--- config.mk ---
export PLATFORM = sky130hd
export DESIGN_NAME = pipe_stage_reg
export DESIGN_NICKNAME = d
export VERILOG_FILES = /design/src/rtl/pipe_pkg.sv /design/src/rtl/pipe_stage_reg.sv
export SDC_FILE = /design/constraint.sdc
export NUM_CORES = 1
export LEC_CHECK = 0
export CAP_MARGIN = 15
export CELL_PAD_IN_SITES_DETAIL_PLACEMENT = 0
export CELL_PAD_IN_SITES_GLOBAL_PLACEMENT = 1
export CORE_ASPECT_RATIO = 1.75
export CORE_MARGIN = 4
export CORE_UTILIZATION = 30
export DETAILED_ROUTE_END_ITERATION = 10
export GPL_TIMING_DRIVEN = 0
export PLACE_DENSITY = 0.92
export SYNTH_ARGS = -nofsm -noshare
export SYNTH_HDL_FRONTEND = slang
export SYNTH_SLANG_ARGS = --single-unit
export TNS_END_PERCENT = 20
--- constraint.sdc ---
create_clock -name CLK -period 1.9 [get_ports CLK]
set_clock_uncertainty 0.05 [all_clocks]
set_input_delay 0.38 -clock CLK [delete_from_list [all_inputs] [get_ports CLK]]
set_output_delay 0.38 -clock CLK [all_outputs]
set_load 0.02 [all_outputs]
--- src/rtl/pipe_pkg.sv ---
// Shared pipeline-boundary types: stage-register state encoding and per-boundary ctrl structs
// with their bubble constants.
package pipe_pkg;

    typedef enum logic [1:0] {
        PS_EMPTY,
        PS_ONE,
        PS_TWO
    } pipe_state_t;

    typedef struct packed {
        logic       reg_wr;
        logic       dren;
        logic       dwen;
        logic       halt;
        logic       branch;
        logic       jump;
        logic       alu_src;
        logic       mem_to_reg;
        logic [3:0] alu_op;
        logic [4:0] wsel;
        logic [6:0] rsvd;
    } idex_ctrl_t;

    localparam idex_ctrl_t IDEX_BUBBLE = '0;

    typedef struct packed {
        logic       reg_wr;
        logic       dren;
        logic       dwen;
        logic       halt;
        logic [4:0] wsel;
    } exmem_ctrl_t;

    localparam exmem_ctrl_t EXMEM_BUBBLE = '0;

endpackage

--- src/rtl/pipe_stage_reg.sv ---
// Parametrised valid/ready pipeline stage register with flush-to-bubble.
// PIPE_STAGE_SKID_EN adds a skid entry so up_ready becomes a pure function of state.
module pipe_stage_reg
    import pipe_pkg::*;
#(
    parameter int unsigned       CTRL_W      = 24,
    parameter int unsigned       DATA_W      = 96,
    parameter logic [CTRL_W-1:0] BUBBLE_CTRL = '0
) (
    input  logic              CLK,
    input  logic              RST,
    input  logic              up_valid,
    output logic              up_ready,
    input  logic [CTRL_W-1:0] up_ctrl,
    input  logic [DATA_W-1:0] up_data,
    output logic              dn_valid,
    input  logic              dn_ready,
    output logic [CTRL_W-1:0] dn_ctrl,
    output logic [DATA_W-1:0] dn_data,
    input  logic              flush,
    output logic [1:0]        occupancy
);

    pipe_state_t       state_q, state_d;
    logic [CTRL_W-1:0] head_ctrl_q, head_ctrl_d;
    logic [DATA_W-1:0] head_data_q, head_data_d;
    logic [CTRL_W-1:0] skid_ctrl_q, skid_ctrl_d;
    logic [DATA_W-1:0] skid_data_q, skid_data_d;
    logic              up_fire, dn_fire;

`ifdef PIPE_STAGE_SKID_EN
    assign up_ready = (state_q != PS_TWO) & ~RST;
`else
    assign up_ready = ((state_q == PS_EMPTY) | dn_ready) & ~RST;
`endif

    // Gated by RST so outputs are quiet even before the first reset edge.
    assign dn_valid = (state_q != PS_EMPTY) & ~RST;
    assign dn_ctrl  = head_ctrl_q;
    assign dn_data  = head_data_q;
    assign up_fire  = up_valid & up_ready;
    assign dn_fire  = dn_valid & dn_ready;

    always_comb begin
        occupancy = 2'd0;
        if (!RST) begin
            unique case (state_q)
                PS_ONE:  occupancy = 2'd1;
                PS_TWO:  occupancy = 2'd2;
                default: occupancy = 2'd0;
            endcase
        end
    end

    always_comb begin
        state_d     = state_q;
        head_ctrl_d = head_ctrl_q;
        head_data_d = head_data_q;
        skid_ctrl_d = skid_ctrl_q;
        skid_data_d = skid_data_q;
        if (flush) begin
            // Data fields deliberately hold; only ctrl is bubbled.
            state_d     = PS_EMPTY;
            head_ctrl_d = BUBBLE_CTRL;
            skid_ctrl_d = BUBBLE_CTRL;
        end else begin
            unique case (state_q)
                PS_EMPTY: begin
                    if (up_fire) begin
                        head_ctrl_d = up_ctrl;
                        head_data_d = up_data;
                        state_d     = PS_ONE;
                    end
                end
                PS_ONE: begin
                    if (up_fire && dn_fire) begin
                        head_ctrl_d = up_ctrl;
                        head_data_d = up_data;
                    end else if (dn_fire) begin
                        state_d = PS_EMPTY;
`ifdef PIPE_STAGE_SKID_EN
                    end else if (up_fire) begin
                        skid_ctrl_d = up_ctrl;
                        skid_data_d = up_data;
                        state_d     = PS_TWO;
`endif
                    end
                end
                PS_TWO: begin
                    if (dn_fire) begin
                        head_ctrl_d = skid_ctrl_q;
                        head_data_d = skid_data_q;
                        state_d     = PS_ONE;
                    end
                end
                default: state_d = PS_EMPTY;
            endcase
        end
    end

    always_ff @(posedge CLK) begin
        if (RST) begin
            state_q     <= PS_EMPTY;
            head_ctrl_q <= BUBBLE_CTRL;
            head_data_q <= '0;
            skid_ctrl_q <= BUBBLE_CTRL;
            skid_data_q <= '0;
        end else begin
            state_q     <= state_d;
            head_ctrl_q <= head_ctrl_d;
            head_data_q <= head_data_d;
            skid_ctrl_q <= skid_ctrl_d;
            skid_data_q <= skid_data_d;
        end
    end

endmodule

Yosys cells after proc, flatten, opt, wreduce, memory -nomap -nowiden
Index checks and enable logic that the tools add are counted.

storage, ports and cells
  flip-flop bits (word level) = 122
  bits of input ports = 125
  output and inout port bits = 124
  word-level logic and storage cells = 40

operators by class
  equality and inequality tests = 7
  muxes and demuxes = 15
  bitwise operators = 7
  reduce and logical (&&, ||, !) cells = 8

operator list
  kind                count
  $mux 96             3
  $pmux 96 s3         1
  $mux 24             3
  $pmux 24 s3         1
  $mux 2              5
  $ne 2x2->1 const B  5
  $reduce_and 4->1    2
  $pmux 2 s3          1
  $reduce_and 5->1    1
  $and 1x1->1         4
  $pmux 2 s2          1
  $reduce_bool 3->1   1
  $eq 2x1->1 const B  1
  $eq 2x2->1 const B  1
  $logic_not 2->1     1
  $not 1->1           2
  $reduce_bool 2->1   1
  $reduce_or 2->1     1
  $logic_and 1x1->1   1
  $or 1x1->1          1

Longest topological paths before layout
  depth after elaboration = 7
  mapped depth = 7

Worst setup path after synthesis
No wires, ideal clock.

  kind = input-to-reg
  from = input port RST
  to = register head_data_q[55] (netlist: dn_data[55])
  library setup time = 121 ps
  arrival time = 1583 ps
  data required time = 1729 ps
  slack = 146 ps
  stages on the path = 6
  buffers on the path = 3
  cell sequence = nand2b_1 or3_1 buf_2 buf_8 buf_12 mux2_4

between the ends
  cells in the longest elaborated chain, start to end = 6

RTL lines
  what                               line                                        source
  from (decl)                        pipe_stage_reg.sv:11                        input logic RST,
  $not 1->1                          pipe_stage_reg.sv:34, pipe_stage_reg.sv:38
  $and 1x1->1 (on tied branches)     pipe_stage_reg.sv:34, pipe_stage_reg.sv:38
  $and 1x1->1 (on tied branches)     pipe_stage_reg.sv:41, pipe_stage_reg.sv:42
  $logic_and 1x1->1                  pipe_stage_reg.sv:76                        if (up_fire && dn_fire) begin
  $ne 2x2->1 (no source line)        -
  $reduce_and 5->1 (no source line)  -
  to (signal assigned)               pipe_stage_reg.sv:111                       head_data_q <= head_data_d;
  to (decl)                          pipe_stage_reg.sv:26                        logic [DATA_W-1:0] head_data_q, head_data_d;

Parallel ways exist; a longest one is shown, timed or not.
A chain may end at the register's enable or synchronous reset.

Worst setup path after layout
  from = input port up_valid
  to = register head_data_q[94] (netlist: dn_data[94])

between the ends
  cells in the longest elaborated chain, start to end = 4

RTL lines
  what                                 line                  source
  from (decl)                          pipe_stage_reg.sv:12  input logic up_valid,
  $and 1x1->1 *                        pipe_stage_reg.sv:41  assign up_fire = up_valid & up_ready;
  $logic_and 1x1->1                    pipe_stage_reg.sv:76
  $ne 2x2->1 (no source line)          -
  $reduce_and 5->1 (no source line) *  -

Mark *: on every way between the ends. The rest lies on a longest branch, timed or not.

==> results.txt <==
- The run finished with clean final reports.
- In the final routed layout, each cell accounts on average for approximately 17 um.
- Internal power comes to ~5.5 mW.
* Count of TritonRoute iterations in the first routing pass: 4
- Hold repair after CTS inserted 0 buffers.
- Place WS: -966 ps
- TritonCTS built the clock tree.
* Estimated wirelength of the detail-placed design: 12.1 mm
* Net Sw Frac: 22.9%
- Once the floorplan was initialized, standard cells occupied 30.7% of the core.
* Min-delay src: dn_ctrl[1]$_SDFFE_PP0P_
- The root buffer cell chosen for the clock tree is clkbuf_16.
* Tcrit/Tclk final: between 90% and 100%
* Ant. Diodes: 0
- Dividing the detail-routed via count by the number of cells gives 4.62.
* Most frequent standard cell in the layout excluding fill and tap cells: clkdlybuf4s50_1
* P per Cell Area: around 860 nW/um^2
* Final Wtd Congestion: between 0.7 and 0.8
* Number of cells on the worst reg-to-reg path: 7
* Number of routed nets with antenna violations: 0
* Vertical die dimension: 177 um
- Layout cells sized above 1: 21.7%
* Antenna violations before repair: 0
* Post-Synthesis Cell Area: 4920 um^2
- Per report_power, the clock group accounts for 46.7% of the total.
- The first global-routing pass estimated around 24 mm of wire.
- Seq pwr share: roughly two fifths
* Unique cell type count in the Yosys netlist: 19
- After clock tree synthesis, the clock-pin slew on the worst setup and hold paths is 50 ps.
- In this run the worst hold path is classified as reg2reg.
* Predominant post-synthesis flop cell: dfxtp_1
- Final-stage net count: slightly above 800
- The total area inside the core boundary comes to around 16,000 um^2.
* Cell row count: 61
* Total net switching power: between 1.5 and 2 mW
- Clock Latency Late Sink: around 400 ps
* Overall die area: between 15,000 and 20,000 um^2
- Total Routing Usage GR: between 15 and 20%
- The share of total power dissipated in combinational logic is between 10% and 20%.
- For this design, the sink count on the clock tree is about 120.
* Via total after detailed routing: approximately 4,200
* Cell count of the worst hold path: 2
* Proportion of register bits with asynchronous set or reset after synthesis: 0%
- Critical Path Source Type: input port
- Setup Total Neg Slack: 0 ps
- The die is about 100 um wide.
- Unrepaired setup endpoints after global routing: true
* # Max-Cap Violations: 0
- Summed over all layers, the routed wires come to ~15 mm.
- Largest voltage drop on the vdd net: between 500 and 600 uV
- Data arrival time at the worst-slack endpoint: 2090 ps
* Number of global-route vias before repair: ~4,600
- For this design the static power due to leakage is ~3.4 nW.
* Final hold vios: 0
- Final-report max-slew violation count: 0
- Worst R2R End: dn_data[94]$_SDFFE_PP0P_
* Proportion of synthesized chip area in sequential cells: about half
- Maximum clock insertion buffer count: 2
- Number of synthesized flops with an enable pin: 0
- Of all nets on the critical path, the largest fanout is 10.
- Number of buffer cells added on primary ports: 247
- The setup check on the worst reg-to-reg path leaves a slack of roughly 50 ps.
- In this run the worst setup path begins at up_valid.
* Highest clock frequency the design can meet: 0.535 GHz
- Synthesis inferred 121 register bits.
- The routed design could run at a clock period as short as between 1500 and 2000 ps.
- Final setup margin: 31.5 ps
- In the layout the commonest cells are 242 x clkdlybuf4s50_1, 120 x dfxtp_1, 97 x nor2b_1.
- Summed over all layers, the global routing overflow is 0.
* Capture endpoint of the worst hold path: dn_ctrl[1]$_SDFFE_PP0P_
- The number of clock buffers added by TritonCTS is 17.
- Largest net degree at the start of global routing: 17
* DRC: 0
- Total number of yosys warnings: 0
- H-tree Lvls: 4
- STA classifies the critical path endpoint as a flop.
- STA puts the critical path data required time at between 2000 and 2500 ps.
- Crit path kind: in2reg
- The average instance in the mapped netlist occupies ~11 um^2.
* Syn nets: between 500 and 600
- Starting DRC count in detailed routing: 140
- The worst register-to-register path begins at state_q[0]$_SDFFE_PP0P_.
- Instance count of the mapped netlist: ~430
- Fin util: between 50% and 60%
- From synthesis to final layout, the design area changed by 68.5%.
- Top-level I/O count: between 200 and 250
- Setup violations remaining at the end of the flow were counted as 0.
==> synthesized netlist by cell type, types with 2 or more instances <==
library cell / number / area, um^2
dfxtp_1: 121 / 2420
nor2b_1: 98 / 613
mux2_2: 56 / 631
mux2_4: 40 / 601
a21oi_1: 24 / 120
nand3_1: 24 / 120
o21ai_0: 24 / 120
clkbuf_1: 23 / 86.3
buf_2: 7 / 35.0
buf_12: 4 / 80.1
nor2_1: 3 / 11.3
buf_4: 2 / 15.0
nand2b_1: 2 / 12.5
==> flip-flops by register name, indices dropped and copies added, names as in the netlist <==
register / count
dn_data: 96
dn_ctrl: 24
state_q: 1
==> power groups by stage <==
stage          clock network, mW  registers [mW]  logic [mW]
2_1_floorplan                  0            2.93       0.331
3_3_place_gp                   0            2.77        1.05
3_5_place_dp                   0            2.78        1.07
4_1_cts                     3.42            2.72        1.09
5_1_grt                     3.55            2.74        1.14
6_report                    3.33            2.72        1.08
==> how the worst max path moves through the flow <==
stage,end,slack [ps],cells after the start
6_report,dn_data[94]$_SDFFE_PP0P_,30,7
2_1_floorplan,dn_data[55]$_SDFFE_PP0P_,150,6
3_5_place_dp,occupancy[0],-970,6
5_1_grt,up_ready,-9,5
3_3_place_gp,occupancy[0],-900,6
4_1_cts,occupancy[0],-30,6
==> metal layers <==
layer	GRT usage (%)	vias up	routed length [um]
li1	-	1993	-
met1	15.5	1962	5340
met2	31.5	184	8570
met3	5.17	25	930
met4	6.29	0	433
met5	0	-	0
==> worst max-delay path, stage by stage <==
cell and delay (ps):
clkdlybuf4s50_1 540, nand2b_4 90, or3_4 330, buf_6 140, buf_12 150, buf_12 150
mux2_4 290
==> cell families after synthesis <==
kind of cell | share of synthesized area [%]
flip-flops | 49.2
AND/OR/NAND/NOR | 15.9
buffers and inverters | 4.93
multiplexers | 25.0
other | 0.0762
AO/OA/AOI/OAI | 4.88
==> stage by stage <==
| stage | instance area (um^2) | instances | hold slack (ps) | total power [mW] |
|---|---|---|---|---|
| after global routing | 8300 | 902 | 448 | 7.43 |
| after detailed placement | 7630 | 870 | 416 | 3.85 |
| after floorplan | 4920 | 434 | 451 | 3.26 |
| final | 8300 | 902 | 424 | 7.13 |
| after global placement | 7630 | 870 | 413 | 3.82 |
| after CTS | 8270 | 902 | 424 | 7.24 |
==> what timing repair did <==
item	in CTS	in global routing
buffers inserted	1	0
gates resized for setup	26	12
setup endpoints to repair	43	64
==> final cells by class <==
| cell class | instances | area (um^2) |
|---|---|---|
| plain buffers | 38 | 278 |
| clock buffers | 19 | 433 |
| clock inverters | 12 | 176 |
| fillers | 1421 | 7730 |
| multi-input cells | 275 | 2280 |
| flip-flops and latches | 121 | 2420 |
| well taps | 189 | 236 |
| repair buffers | 248 | 2470 |
Note: power is estimated with default switching activity, not from simulation.
